File: src/rtl/alu_pipe_pkg.sv
// Shared types and constants for the ALU issue/writeback pipeline stage.
package alu_pipe_pkg;

   localparam int ALU_N    = 32;
   localparam int ALU_RA_W = 4;

   localparam logic [1:0] ALU_ADD  = 2'b00;
   localparam logic [1:0] ALU_SUB  = 2'b01;
   localparam logic [1:0] ALU_MUL  = 2'b10;
   localparam logic [1:0] ALU_RSVD = 2'b11;

   // Contents of the issue register: everything the ALU needs plus the
   // destination index that travels on to writeback.
   typedef struct packed {
      logic [1:0]          sel;
      logic [ALU_RA_W-1:0] rd;
      logic [ALU_N-1:0]    op1;
      logic [ALU_N-1:0]    op2;
   } iss_t;

endpackage

File: src/rtl/alu_issue_wb_stage_fwd_sel.sv
// Forwarding mux for one source operand. Register 0 is never forwarded.
// The ISS producer is newer than the WB producer, so it takes priority.
module fwd_sel
   import alu_pipe_pkg::*;
#(
   parameter int W     = 32,
   parameter int IDX_W = 4
) (
   input  logic [IDX_W-1:0] idx,
   input  logic [W-1:0]     rf_val,
   input  logic             iss_valid,
   input  logic [IDX_W-1:0] iss_rd,
   input  logic [W-1:0]     iss_val,
   input  logic             iss_adv,
   input  logic             wb_valid,
   input  logic [IDX_W-1:0] wb_rd,
   input  logic [W-1:0]     wb_data,
   output logic [W-1:0]     val
);

   // Pick the youngest in-flight producer of idx, else the register file.
   always_comb begin
      val = rf_val;
      if (idx != '0) begin
         if (iss_valid && iss_adv && (iss_rd == idx)) begin
            val = iss_val;
         end else if (wb_valid && (wb_rd == idx)) begin
            val = wb_data;
         end
      end
   end

endmodule

File: src/rtl/alu_issue_wb_stage.sv
// Issue/writeback stage around an external combinational ALU.
// ISS drives the ALU operands; WB captures the ALU result for the
// register-file write port. One operation per cycle with forwarding.
//
// Handshakes: a transfer happens on a rising edge where valid and ready are
// both high. Upstream holds its op while in_valid && !in_ready; WB holds its
// result while wb_valid && !wb_ready. in_ready is combinational (no skid).
module alu_issue_wb_stage
   import alu_pipe_pkg::*;
#(
   parameter int N     = ALU_N,
   parameter int RA_W  = ALU_RA_W,
   parameter int CNT_W = 16
) (
   input  logic             clk,
   input  logic             rst,
   input  logic             in_valid,
   output logic             in_ready,
   input  logic [1:0]       in_sel,
   input  logic [RA_W-1:0]  in_rd,
   input  logic [RA_W-1:0]  in_rs1_idx,
   input  logic [RA_W-1:0]  in_rs2_idx,
   input  logic [N-1:0]     in_rs1_val,
   input  logic [N-1:0]     in_rs2_val,
   input  logic             in_imm_en,
   input  logic [N-1:0]     in_imm,
   input  logic             flush,
   output logic [N-1:0]     alu_op1,
   output logic [N-1:0]     alu_op2,
   output logic [1:0]       alu_sel,
   input  logic [N-1:0]     alu_out,
   input  logic             alu_zero,
   output logic             wb_valid,
   input  logic             wb_ready,
   output logic [RA_W-1:0]  wb_rd,
   output logic [N-1:0]     wb_data,
   output logic             wb_zero,
   output logic [CNT_W-1:0] retire_cnt
);

   logic             iss_valid_q, iss_valid_d;
   iss_t             iss_q, iss_d;
   logic             wb_valid_q, wb_valid_d;
   logic [RA_W-1:0]  wb_rd_q, wb_rd_d;
   logic [N-1:0]     wb_data_q, wb_data_d;
   logic             wb_zero_q, wb_zero_d;
   logic [CNT_W-1:0] retire_cnt_q, retire_cnt_d;

   logic         wb_adv, iss_adv, iss_to_wb, accept, wb_fire;
   logic [N-1:0] op1_fwd, op2_fwd, op2_sel;

   // Pipeline advance conditions and the upstream ready.
   always_comb begin
      wb_adv    = !wb_valid_q || wb_ready;
      iss_adv   = !iss_valid_q || wb_adv;
      in_ready  = iss_adv && !flush && !rst;
      accept    = in_valid && in_ready;
      iss_to_wb = iss_valid_q && wb_adv && !flush;
      wb_fire   = wb_valid_q && wb_ready;
   end

   fwd_sel #(.W(N), .IDX_W(RA_W)) u_fwd_rs1 (
      .idx       (in_rs1_idx),
      .rf_val    (in_rs1_val),
      .iss_valid (iss_valid_q),
      .iss_rd    (iss_q.rd),
      .iss_val   (alu_out),
      .iss_adv   (wb_adv && !flush),
      .wb_valid  (wb_valid_q),
      .wb_rd     (wb_rd_q),
      .wb_data   (wb_data_q),
      .val       (op1_fwd)
   );

   fwd_sel #(.W(N), .IDX_W(RA_W)) u_fwd_rs2 (
      .idx       (in_rs2_idx),
      .rf_val    (in_rs2_val),
      .iss_valid (iss_valid_q),
      .iss_rd    (iss_q.rd),
      .iss_val   (alu_out),
      .iss_adv   (wb_adv && !flush),
      .wb_valid  (wb_valid_q),
      .wb_rd     (wb_rd_q),
      .wb_data   (wb_data_q),
      .val       (op2_fwd)
   );

   // Immediate replaces the forwarded rs2 value entirely.
   always_comb begin
      op2_sel = in_imm_en ? in_imm : op2_fwd;
   end

   // Next-state for ISS and WB; everything holds unless an event moves it.
   always_comb begin
      iss_valid_d  = iss_valid_q;
      iss_d        = iss_q;
      wb_valid_d   = wb_valid_q;
      wb_rd_d      = wb_rd_q;
      wb_data_d    = wb_data_q;
      wb_zero_d    = wb_zero_q;
      retire_cnt_d = retire_cnt_q + {{(CNT_W-1){1'b0}}, wb_fire};

      if (accept) begin
         iss_valid_d = 1'b1;
         iss_d.sel   = in_sel;
         iss_d.rd    = in_rd;
         iss_d.op1   = op1_fwd;
         iss_d.op2   = op2_sel;
      end else if (flush || iss_to_wb) begin
         iss_valid_d = 1'b0;
      end

      if (iss_to_wb) begin
         wb_valid_d = 1'b1;
         wb_rd_d    = iss_q.rd;
         wb_data_d  = alu_out;
         wb_zero_d  = alu_zero;
      end else if (wb_fire) begin
         wb_valid_d = 1'b0;
      end
   end

   // State registers with synchronous reset.
   always_ff @(posedge clk) begin
      if (rst) begin
         iss_valid_q  <= 1'b0;
         iss_q        <= '{sel: ALU_ADD, rd: '0, op1: '0, op2: '0};
         wb_valid_q   <= 1'b0;
         wb_rd_q      <= '0;
         wb_data_q    <= '0;
         wb_zero_q    <= 1'b0;
         retire_cnt_q <= '0;
      end else begin
         iss_valid_q  <= iss_valid_d;
         iss_q        <= iss_d;
         wb_valid_q   <= wb_valid_d;
         wb_rd_q      <= wb_rd_d;
         wb_data_q    <= wb_data_d;
         wb_zero_q    <= wb_zero_d;
         retire_cnt_q <= retire_cnt_d;
      end
   end

   // Output wiring.
   always_comb begin
      alu_op1    = iss_q.op1;
      alu_op2    = iss_q.op2;
      alu_sel    = iss_q.sel;
      wb_valid   = wb_valid_q;
      wb_rd      = wb_rd_q;
      wb_data    = wb_data_q;
      wb_zero    = wb_zero_q;
      retire_cnt = retire_cnt_q;
   end

endmodule

File: config.mk
export PLATFORM = sky130hd
export DESIGN_NAME = alu_issue_wb_stage
export DESIGN_NICKNAME = d
export VERILOG_FILES = /design/src/rtl/alu_pipe_pkg.sv /design/src/rtl/alu_issue_wb_stage_fwd_sel.sv /design/src/rtl/alu_issue_wb_stage.sv
export SDC_FILE = /design/constraint.sdc
export NUM_CORES = 1
export LEC_CHECK = 0
export ABC_AREA = 1
export BUFFER_PORTS_ARGS = -buffer_cell sky130_fd_sc_hd__buf_2
export CAP_MARGIN = 20
export CORE_ASPECT_RATIO = 1.25
export CORE_MARGIN = 3
export CORE_UTILIZATION = 46
export CTS_CLUSTER_SIZE = 14
export DETAILED_ROUTE_END_ITERATION = 10
export PLACE_DENSITY_LB_ADDON = 0.08
export SKIP_CTS_REPAIR_TIMING = 1
export SLEW_MARGIN = 15
export SYNTH_ARGS = -nofsm -noshare
export SYNTH_HDL_FRONTEND = slang
export SYNTH_SLANG_ARGS = --single-unit
File: constraint.sdc
create_clock -name clk -period 2 [get_ports clk]
set_input_delay 0 -clock clk [delete_from_list [all_inputs] [get_ports clk]]
set_output_delay 0 -clock clk [all_outputs]
set_load 0.02 [all_outputs]
[After elaboration in Yosys (flattened, before gate mapping)]
Cells that the tools add are included.
Cells by class
  reduce and logical (&&, ||, !) cells: 23
  $add $sub $neg: 1
  eq/ne operators: 4
  muxes and demuxes: 11
Operators by type and width (count)
  32-bit 2-to-1 mux: 7
  16-bit by 1-bit adder with 16-bit output: 1
  4-bit == test: 4
  1-bit logical AND: 12
  4-bit nonzero test: 2
  1-bit zero test: 4
  1-bit 2-to-1 mux: 4
  2-bit nonzero test: 2
  1-bit logical OR: 3
Word-level totals
  input bits: 149
  register bits: 125
  output and inout port bits: 121
  logic and storage cells: 49

[Logic depth before layout (Yosys ltp)]
Gate-level depths: netlist (run 1).
  depth after elaboration: 8
  mapped depth: 13
  gate-level depth less buffers: 12

[Modules after synthesis]
From an unflattened synthesis (run 1), not the netlist that was laid out.
Second synthesis, totals
  cells, all modules: 1598
  area, all modules: 9300.2 µm²
Modules (own cells, without submodules)
  alu_issue_wb_stage: times used 1, cells each 774, area each 5799.3 µm²
  fwd_sel: times used 2, cells each 412, area each 1750.4 µm²

[Worst setup path after synthesis (run 1)]
No wires, ideal clock.
  kind: register to register
  start: register wb_valid_q, in the netlist wb_valid
  end: register retire_cnt_q[12], in the netlist retire_cnt[12]
  buffers on the path: 0
  path slack: 0.100 ns
  stages on the path, launching flop included: 11
  arrival time: 1.785 ns
  cells stage by stage: dfxtp_1 -> nand2_1 -> inv_1 -> ha_1 -> ha_1 -> nand3_1 -> nor3_1 -> nand3_1 -> nor3_1 -> nand3_1 -> and3_1
Between the ends
  cells in the longest elaborated chain, start to end: 2
Ends and longest elaborated chain
  from (decl): line alu_issue_wb_stage.sv:43  | logic wb_valid_q, wb_valid_d;
  from (signal assigned): line alu_issue_wb_stage.sv:136  | wb_valid_q <= wb_valid_d;
  1-bit logical AND: line alu_issue_wb_stage.sv:59  | wb_fire = wb_valid_q && wb_ready;
  16-bit by 1-bit adder with 16-bit output: line alu_issue_wb_stage.sv:101  | retire_cnt_d = retire_cnt_q + {{(CNT_W-1){1'b0}}, wb_fire};
  to (signal assigned): line alu_issue_wb_stage.sv:140  | retire_cnt_q <= retire_cnt_d;
  to (decl): line alu_issue_wb_stage.sv:47  | logic [CNT_W-1:0] retire_cnt_q, retire_cnt_d;
No other way between the ends.
A chain may end at the register's enable or synchronous reset.

[Worst setup path after layout (run 1)]
  start: register wb_valid_q, in the netlist wb_valid
  end: register iss_q (netlist bit alu_op1[15])
Between the ends
  cells in the longest elaborated chain, start to end: 7
  elaborated cells on any way between the ends: 13
  those cells by class: mux (3); reduce/logical (10)
Ends and longest elaborated chain
  1-bit zero test: line alu_issue_wb_stage.sv:54  | wb_adv = !wb_valid_q || wb_ready;
  1-bit logical OR: line alu_issue_wb_stage.sv:54
  1-bit logical AND: line alu_issue_wb_stage.sv:68  | .iss_adv (wb_adv && !flush),
  1-bit logical AND (2 in series): line alu_issue_wb_stage_fwd_sel.sv:25  | if (iss_valid && iss_adv && (iss_rd == idx)) begin
  32-bit 2-to-1 mux: line alu_issue_wb_stage_fwd_sel.sv:25
  32-bit 2-to-1 mux: line alu_issue_wb_stage_fwd_sel.sv:24  | if (idx != '0) begin
  to (signal assigned): line alu_issue_wb_stage.sv:127  | iss_q <= '{sel: ALU_ADD, rd: '0, op1: '0, op2: '0};
  to (signal assigned): line alu_issue_wb_stage.sv:135  | iss_q <= iss_d;
  to (decl): line alu_issue_wb_stage.sv:42  | iss_t iss_q, iss_d;
Several ways; a longest one is shown, not always the timed one.

==> key figures, run 1 <==
Finish
  – N_diodes: 0
  – Ratio of cells with drive above 1 in the final layout: 22.29%
  – Area growth, synth to finish: 38.79%
  – Nets: 1691
  – Commonest non-fill, non-tap cell in the layout: nand2_1
  – Final instance area: 10750 um^2
  – Post-layout util: 65.85%
  – Commonest cells after routing, fill and taps aside: 279 x nand2_1, 269 x buf_2, 156 x inv_1

Clock network
  – TritonCTS Buffers: 17
  – CTS clock-pin slew for the worst setup and hold paths: 0.06 ns
  – Root Buffer: clkbuf_16
  – TritonCTS Sinks: 125
  – Skew-Pair Late Insertion Delay: 0.42 ns
  – H-tree depth: 4
  – CTS tree: built
  – Clk buf depth: 2

Routing
  – WL final: 27230 um
  – DR vias: 8962
  – First DRT Iteration DRCs: 912
  – DR vias/cell: 5.069
  – Drt pass-1 iters: 5
  – Drc violations: 0
  – Number of routed nets with antenna violations: 0
  – Wirelength per Cell: 15.40 um

Setup path
  – Crit path cell chain: buf_4 -> a21oi_2 -> nand2_1 -> buf_4 -> nor3_1 -> nor2_1 -> nand2_1 -> nand3_1 -> nand2_1 -> inv_1
  – Worst Path Arrival: 2.14 ns
  – Worst endpoint required time: 2.32 ns
  – Critical-path top delay cell: dfxtp_1
  – Startpoint types: register
  – Slowest Stage Delay on Critical Path: 0.31 ns
  – Crit Path Category: reg -> reg
  – Most frequent CP cell: nand2_1
  – Crit Path Max Fanout: 27
  – CP endpoint kind: register

Timing
  – Final Slew Violations: 0
  – Highest Clock Rate: 0.5497 GHz
  – Fin crit share: 90.96%
  – Min Hold Slack: -0.09099 ns
  – Slew HR: 55.53%
  – Hold Vio Cnt, Final: 7
  – Final worst slack: 0.1808 ns
  – Setup tns final: 0 ns
  – Final clock skew: 0.009525 ns
  – Slew @ Worst Pin: 0.6671 ns
  – RSZ-0062 raised after global routing: false
  – Final Setup Violations: 0
  – Clock period minus worst slack: 1.819 ns

Floorplanning
  – Die Ht: 151.1 um
  – Initial core utilization: 47.45%
  – Chip Width: 122.1 um
  – IO Count: 270
  – Rows: 52
  – Die ar.: 18450 um^2
  – Area of the core: 16330 um^2

Global route
  – Total Routing Usage GR: 26.22%
  – Met2 usage: 38.69%
  – Met3 GRT Util: 5.304%
  – Most used routing layer: met2
  – GRT overflow: 0
  – Initial antenna violation count: 0
  – Largest net degree at the start of global routing: 74
  – Number of global-route vias before repair: 7292
  – First-pass GRT wire length: 38470 um
  – Met1 usage in global routing: 37.42%

Yosys
  – Synth top area share: 32.29%
  – Synth Area per Inst: 6.234 um^2
  – Seq/Total Area, Yosys: 32.29%
  – Synthesized area: 7749 um^2
  – Cell accounting for the most synthesized area: dfxtp_1
  – Syn Inst Count: 1243
  – Post-synth cell types: 30
  – Register bit total from synthesis: 125
  – Main synth FF type: dfxtp_1
  – Post-synth EDFFs: 0
  – Asr flop ratio synth: 0%
  – Mapped Nets: 1394
  – Area contributors post-synth: dfxtp_1 32%, nand2_1 14%, inv_1 7.6%, a21oi_1 7.5%, nand3_1 7.2%
  – Synthesis Warnings: 0

Status
  – Failing checks: negative hold slack
  – Outcome: complete, but fails checks

Pwr
  – Cell-internal power: 0.005373 W
  – Switching share of power: 26.48%
  – Sequential group share of total power: 36.4%
  – PD cells: 679.5 nW/um^2
  – Leak pwr: 5.490 nW
  – NetSw: 0.001935 W
  – Clock power frac: 47.4%
  – Logic pwr share: 16.3%
  – Peak VDD IR: 480.8 uV

Placed design
  – Input/output buffers: 269
  – GPL Wtd Cong: 0.9013
  – Dpl hpwl: 17950 um
  – Placed inst area: 8743 um^2
  – Pre-CTS setup slack: 0.1671 ns

Hold path
  – Hold WC Path Type: in -> reg

Run
  – MaxCap Viol Count: 0
==> logic make-up (layout without fill, tap and decap cells) <==
| kind of cell | after synthesis | count (layout) | synth area share [%] |
|---|---|---|---|
| AO/OA/AOI/OAI | 237 | 237 | 16.45 |
| adder cells (fa/ha/maj) | 2 | 2 | 0.3229 |
| flip-flops | 125 | 125 | 32.29 |
| XOR/XNOR | 5 | 5 | 0.5653 |
| buffers and inverters | 312 | 621 | 19.22 |
| AND/OR/NAND/NOR | 562 | 562 | 31.15 |
==> per-layer routing <==
| metal | up-vias | share of wire, % | wire [um] |
|---|---|---|---|
| li1 | 4513 | - | - |
| met1 | 3990 | 44 | 11910 |
| met2 | 414 | 46 | 12490 |
| met3 | 45 | 8.0 | 2172 |
| met4 | 0 | 2.4 | 652 |
| met5 | - | 0 | 0 |
==> worst max-delay path: cells and delay by family (launching register included) <==
| kind | cells | cell delay, ns |
|---|---|---|
| AO/OA/AOI/OAI | 1 | 0.18 |
| buffers and inverters | 3 | 0.46 |
| flip-flops | 1 | 0.31 |
| AND/OR/NAND/NOR | 6 | 0.76 |
==> registers in the layout, indices dropped and copies added, names as in the netlist <==
register and count:
wb_zero 1, retire_cnt 16, wb_valid 1, wb_data 32, iss_valid_q 1, wb_rd 4
iss_q 4, alu_op2 32, alu_op1 32, alu_sel 2
==> path summary, 6_finish.rpt <==
path,start,cells after the start,slack [ns],endpoint
setup / recovery,wb_valid,10,0.18,alu_op1[15]
setup reg to reg,wb_valid,10,0.18,alu_op1[15]
hold / removal,in_rs1_val[27],5,-0.09,alu_op1[27]
hold reg to reg,wb_zero,2,0.49,wb_zero
==> Yosys cell counts, drive strengths merged (2+ instances only) <==
master and n:
nand2 280, inv 165, dfxtp 125, a21oi 117, nand3 112, buf 99, nor2 94, o21ai 86
clkbuf 48, nor3 38, nand4 34, o21a 32, xnor2 3, ha 2, xor2 2
==> layout make-up <==
| type | instances | area [um^2] |
|---|---|---|
| Multi-Input combinational cell | 806 | 3801 |
| Fill cell | 1528 | 5577 |
| Clock inverter | 12 | 210.2 |
| Clock buffer | 19 | 442.9 |
| Inverter | 165 | 623.1 |
| Timing Repair Buffer | 425 | 2904 |
| Sequential cell | 125 | 2502 |
| Tap cell | 216 | 270.3 |
==> through the flow <==
step	instances	power, W	hold slack (ns)
global placement	1604	0.003666	0.2267
CTS	1635	0.007140	-0.2130
finish	1768	0.007308	-0.09099
floorplan	1243	0.003352	0.1239
global route	1768	0.007575	-0.005113
detailed placement	1604	0.003668	0.2322
==> power groups by stage <==
| stage | Sequential (W) | Clock [W] | Combinational [W] |
|---|---|---|---|
| 2_1_floorplan | 0.00273 | 0 | 0.000625 |
| 3_3_place_gp | 0.00271 | 0 | 0.000958 |
| 3_5_place_dp | 0.00271 | 0 | 0.000961 |
| 4_1_cts | 0.00265 | 0.00352 | 0.000965 |
| 5_1_grt | 0.00267 | 0.00361 | 0.00130 |
| 6_report | 0.00266 | 0.00346 | 0.00119 |
(Power assumes the default switching activity.)
==> run 2, diff against run 1 <==
--- a/config.mk
+++ b/config.mk
@@ -5,7 +5,7 @@
 export SDC_FILE = /design/constraint.sdc
 export NUM_CORES = 1
 export LEC_CHECK = 0
-export ABC_AREA = 1
+export ABC_AREA = 0
 export BUFFER_PORTS_ARGS = -buffer_cell sky130_fd_sc_hd__buf_2
 export CAP_MARGIN = 20
 export CORE_ASPECT_RATIO = 1.25
==> key figures, run 2 <==
Hold path
  – Hold WC Path Type: in -> reg
  – Hold Path Stages: 3
  – Hold_sp: in_rs2_val[28]
  – Hold Path Sink: alu_op2[28]

Yosys
  – Post-synth EDFFs: 0
  – Synthesis Warnings: 0
  – Top-count cell post-synth: dfxtp_1
  – Synthesized area: 7641 um^2
  – Seq/Total Area, Yosys: 32.75%
  – Main synth FF type: dfxtp_1
  – Register bit total from synthesis: 125
  – Compound-Gate Fraction of Synth Area: 22.01%
  – Mux contribution to synthesized area: 4.061%
  – Synth top area share: 32.75%
  – Synth Area per Inst: 8.595 um^2
  – Post-synthesis xor/xnor area fraction: 2.866%
  – Synth cell count leaders: 125 x dfxtp_1, 92 x nand2_1, 81 x a21oi_1, 67 x buf_4, 63 x nand3b_1
  – Syn Inst Count: 889
  – Post-synth cell types: 43
  – Area contributors post-synth: dfxtp_1 33%, buf_4 6.6%, nand3b_1 6.2%, o221ai_2 5.9%, a21oi_1 5.3%
  – Main combinational cell family by area after synthesis: simple AND/OR/NAND/NOR gates
  – Simple-Gate Fraction of Synth Area: 25.95%
  – Cell accounting for the most synthesized area: dfxtp_1
  – Asr flop ratio synth: 0%
  – Mapped Nets: 1040
  – Adder-cell share of the synthesized area: 0.3275%

Clock network
  – Clk buf depth: 2
  – TritonCTS Buffers: 17
  – CTS clock-pin slew for the worst setup and hold paths: 0.06 ns
  – TritonCTS Sinks: 125
  – H-tree depth: 4
  – Root Buffer: clkbuf_16
  – Skew-Pair Late Insertion Delay: 0.42 ns
  – CTS tree: built

Routing
  – Number of routed nets with antenna violations: 0
  – Drt pass-1 iters: 5
  – Drc violations: 0
  – First DRT Iteration DRCs: 512
  – DR vias/cell: 5.431
  – DR vias: 7750
  – Wirelength per Cell: 18.05 um
  – WL final: 25760 um

Finish
  – Commonest non-fill, non-tap cell in the layout: buf_2
  – Area growth, synth to finish: 41.33%
  – Post-layout util: 66.39%
  – Commonest cells after routing, fill and taps aside: 268 x buf_2, 136 x dlygate4sd3_1, 125 x dfxtp_1
  – N_diodes: 0
  – Ratio of cells with drive above 1 in the final layout: 35.51%
  – Fin cells: 1427
  – Nets: 1350
  – Layout fillers: 1345

Timing
  – Highest Clock Rate: 0.5417 GHz
  – Slew @ Worst Pin: 0.6152 ns
  – Fin crit share: 92.30%
  – Min Hold Slack: -0.01804 ns
  – Final worst slack: 0.1541 ns
  – Final Slew Violations: 0
  – Final Setup Violations: 0
  – Final clock skew: 0.008223 ns
  – Hold Vio Cnt, Final: 1
  – Slew HR: 58.99%
  – Clock period minus worst slack: 1.846 ns
  – RSZ-0062 raised after global routing: false
  – Setup tns final: 0 ns

Status
  – Failing checks: negative hold slack
  – Outcome: complete, but fails checks

Run
  – MaxCap Viol Count: 0

Global route
  – Largest net degree at the start of global routing: 157
  – Initial antenna violation count: 0
  – Total Routing Usage GR: 25.90%
  – Number of global-route vias before repair: 6842
  – GRT overflow: 0
  – First-pass GRT wire length: 37140 um

Floorplanning
  – Area of the core: 16270 um^2
  – Die ar.: 18200 um^2
  – IO Count: 270
  – Chip Width: 121.3 um
  – Rows: 52
  – Die Ht: 150.1 um
  – Initial core utilization: 46.98%

Setup path
  – Worst R2R Start: iss_q[66]
  – Worst endpoint required time: 2.34 ns
  – CP endpoint kind: register
  – Crit Path Max Fanout: 31
  – R2r worst-path depth: 6
  – Crit Path Category: reg -> reg
  – R2r setup slk: 0.15 ns
  – Worst Path Arrival: 2.19 ns
  – Reg-to-Reg End: alu_op1[2]
  – Startpoint types: register

Placed design
  – Input/output buffers: 269
  – Placed insts: 1260
  – GPL Wtd Cong: 0.8317
  – Dpl hpwl: 16670 um
  – Pre-CTS setup slack: 0.1764 ns

Pwr
  – PD cells: 648.5 nW/um^2
  – Leak pwr: 4.310 nW
  – Peak VDD IR: 489.0 uV
run 2: cell count changes after synthesis, sizes merged, moves of 33 or more:
| cell | change |
|---|---|
| nor2 | -46 |
| nand2b | +35 |
| nand3b | +62 |
| nor3 | +33 |
| nand2 | -188 |
| a21oi | -35 |
| nand3 | -105 |
| inv | -161 |
| o21ai | -49 |
run 2: per-layer routing:
layer / global-route usage, % / share of wire (%)
met5: 0 / 0
met4: 11.04 / 2.6
met3: 6.389 / 6.6
met2: 42.23 / 49
met1: 32.67 / 41
run 2: worst max-delay path, cell delays in order, from the launching register on:
cell and delay, ns:
dfxtp_1 0.41, xnor2_1 0.14, nand4_1 0.20, or3_4 0.40
a21o_2 0.22, buf_12 0.19, o221ai_2 0.20
run 2: cells by family (layout without fill, tap and decap cells):
logic type,after synthesis,after routing
adders and majority gates,2,2
and+or+nand+nor,343,343
muxes,31,31
xor gates and xnor gates,25,25
buffers and inverters,145,467
AOI/OAI and AO/OA,218,218
DFF,125,125
run 2: worst max path at each step:
stage / startpoint / cells after the start / to
after CTS: iss_q[66] / 6 / alu_op1[0]
after floorplan: wb_valid / 7 / alu_op2[0]
after global placement: iss_q[66] / 6 / alu_op1[0]
after global routing: iss_q[66] / 6 / alu_op1[8]
after detailed placement: iss_q[66] / 6 / alu_op1[8]
final: iss_q[66] / 6 / alu_op1[2]
run 2: layout make-up:
cell class              count  area (um^2)  area share (%)
flip-flops and latches    125         2502           23.17
repair buffers            432         3138           29.06
clock inverters            10        138.9           1.286
clock buffers              21        470.5           4.356
multi-input cells         619         4264           39.49
inverters                   4        15.01          0.1390
well taps                 216        270.3           2.503
run 2: metrics by stage:
stage,area (um^2),total power (W)
after detailed placement,8828,0.003612
after global routing,10800,0.007242
after floorplan,7641,0.003316
final,10800,0.007003
after global placement,8828,0.003605
after CTS,9438,0.006828
run 2: report_power, final:
part           switching [W]  internal, W  leakage, nW
Sequential         0.0000637      0.00259         1.02
Combinational       0.000565     0.000560         3.01
Clock                0.00118      0.00205        0.287
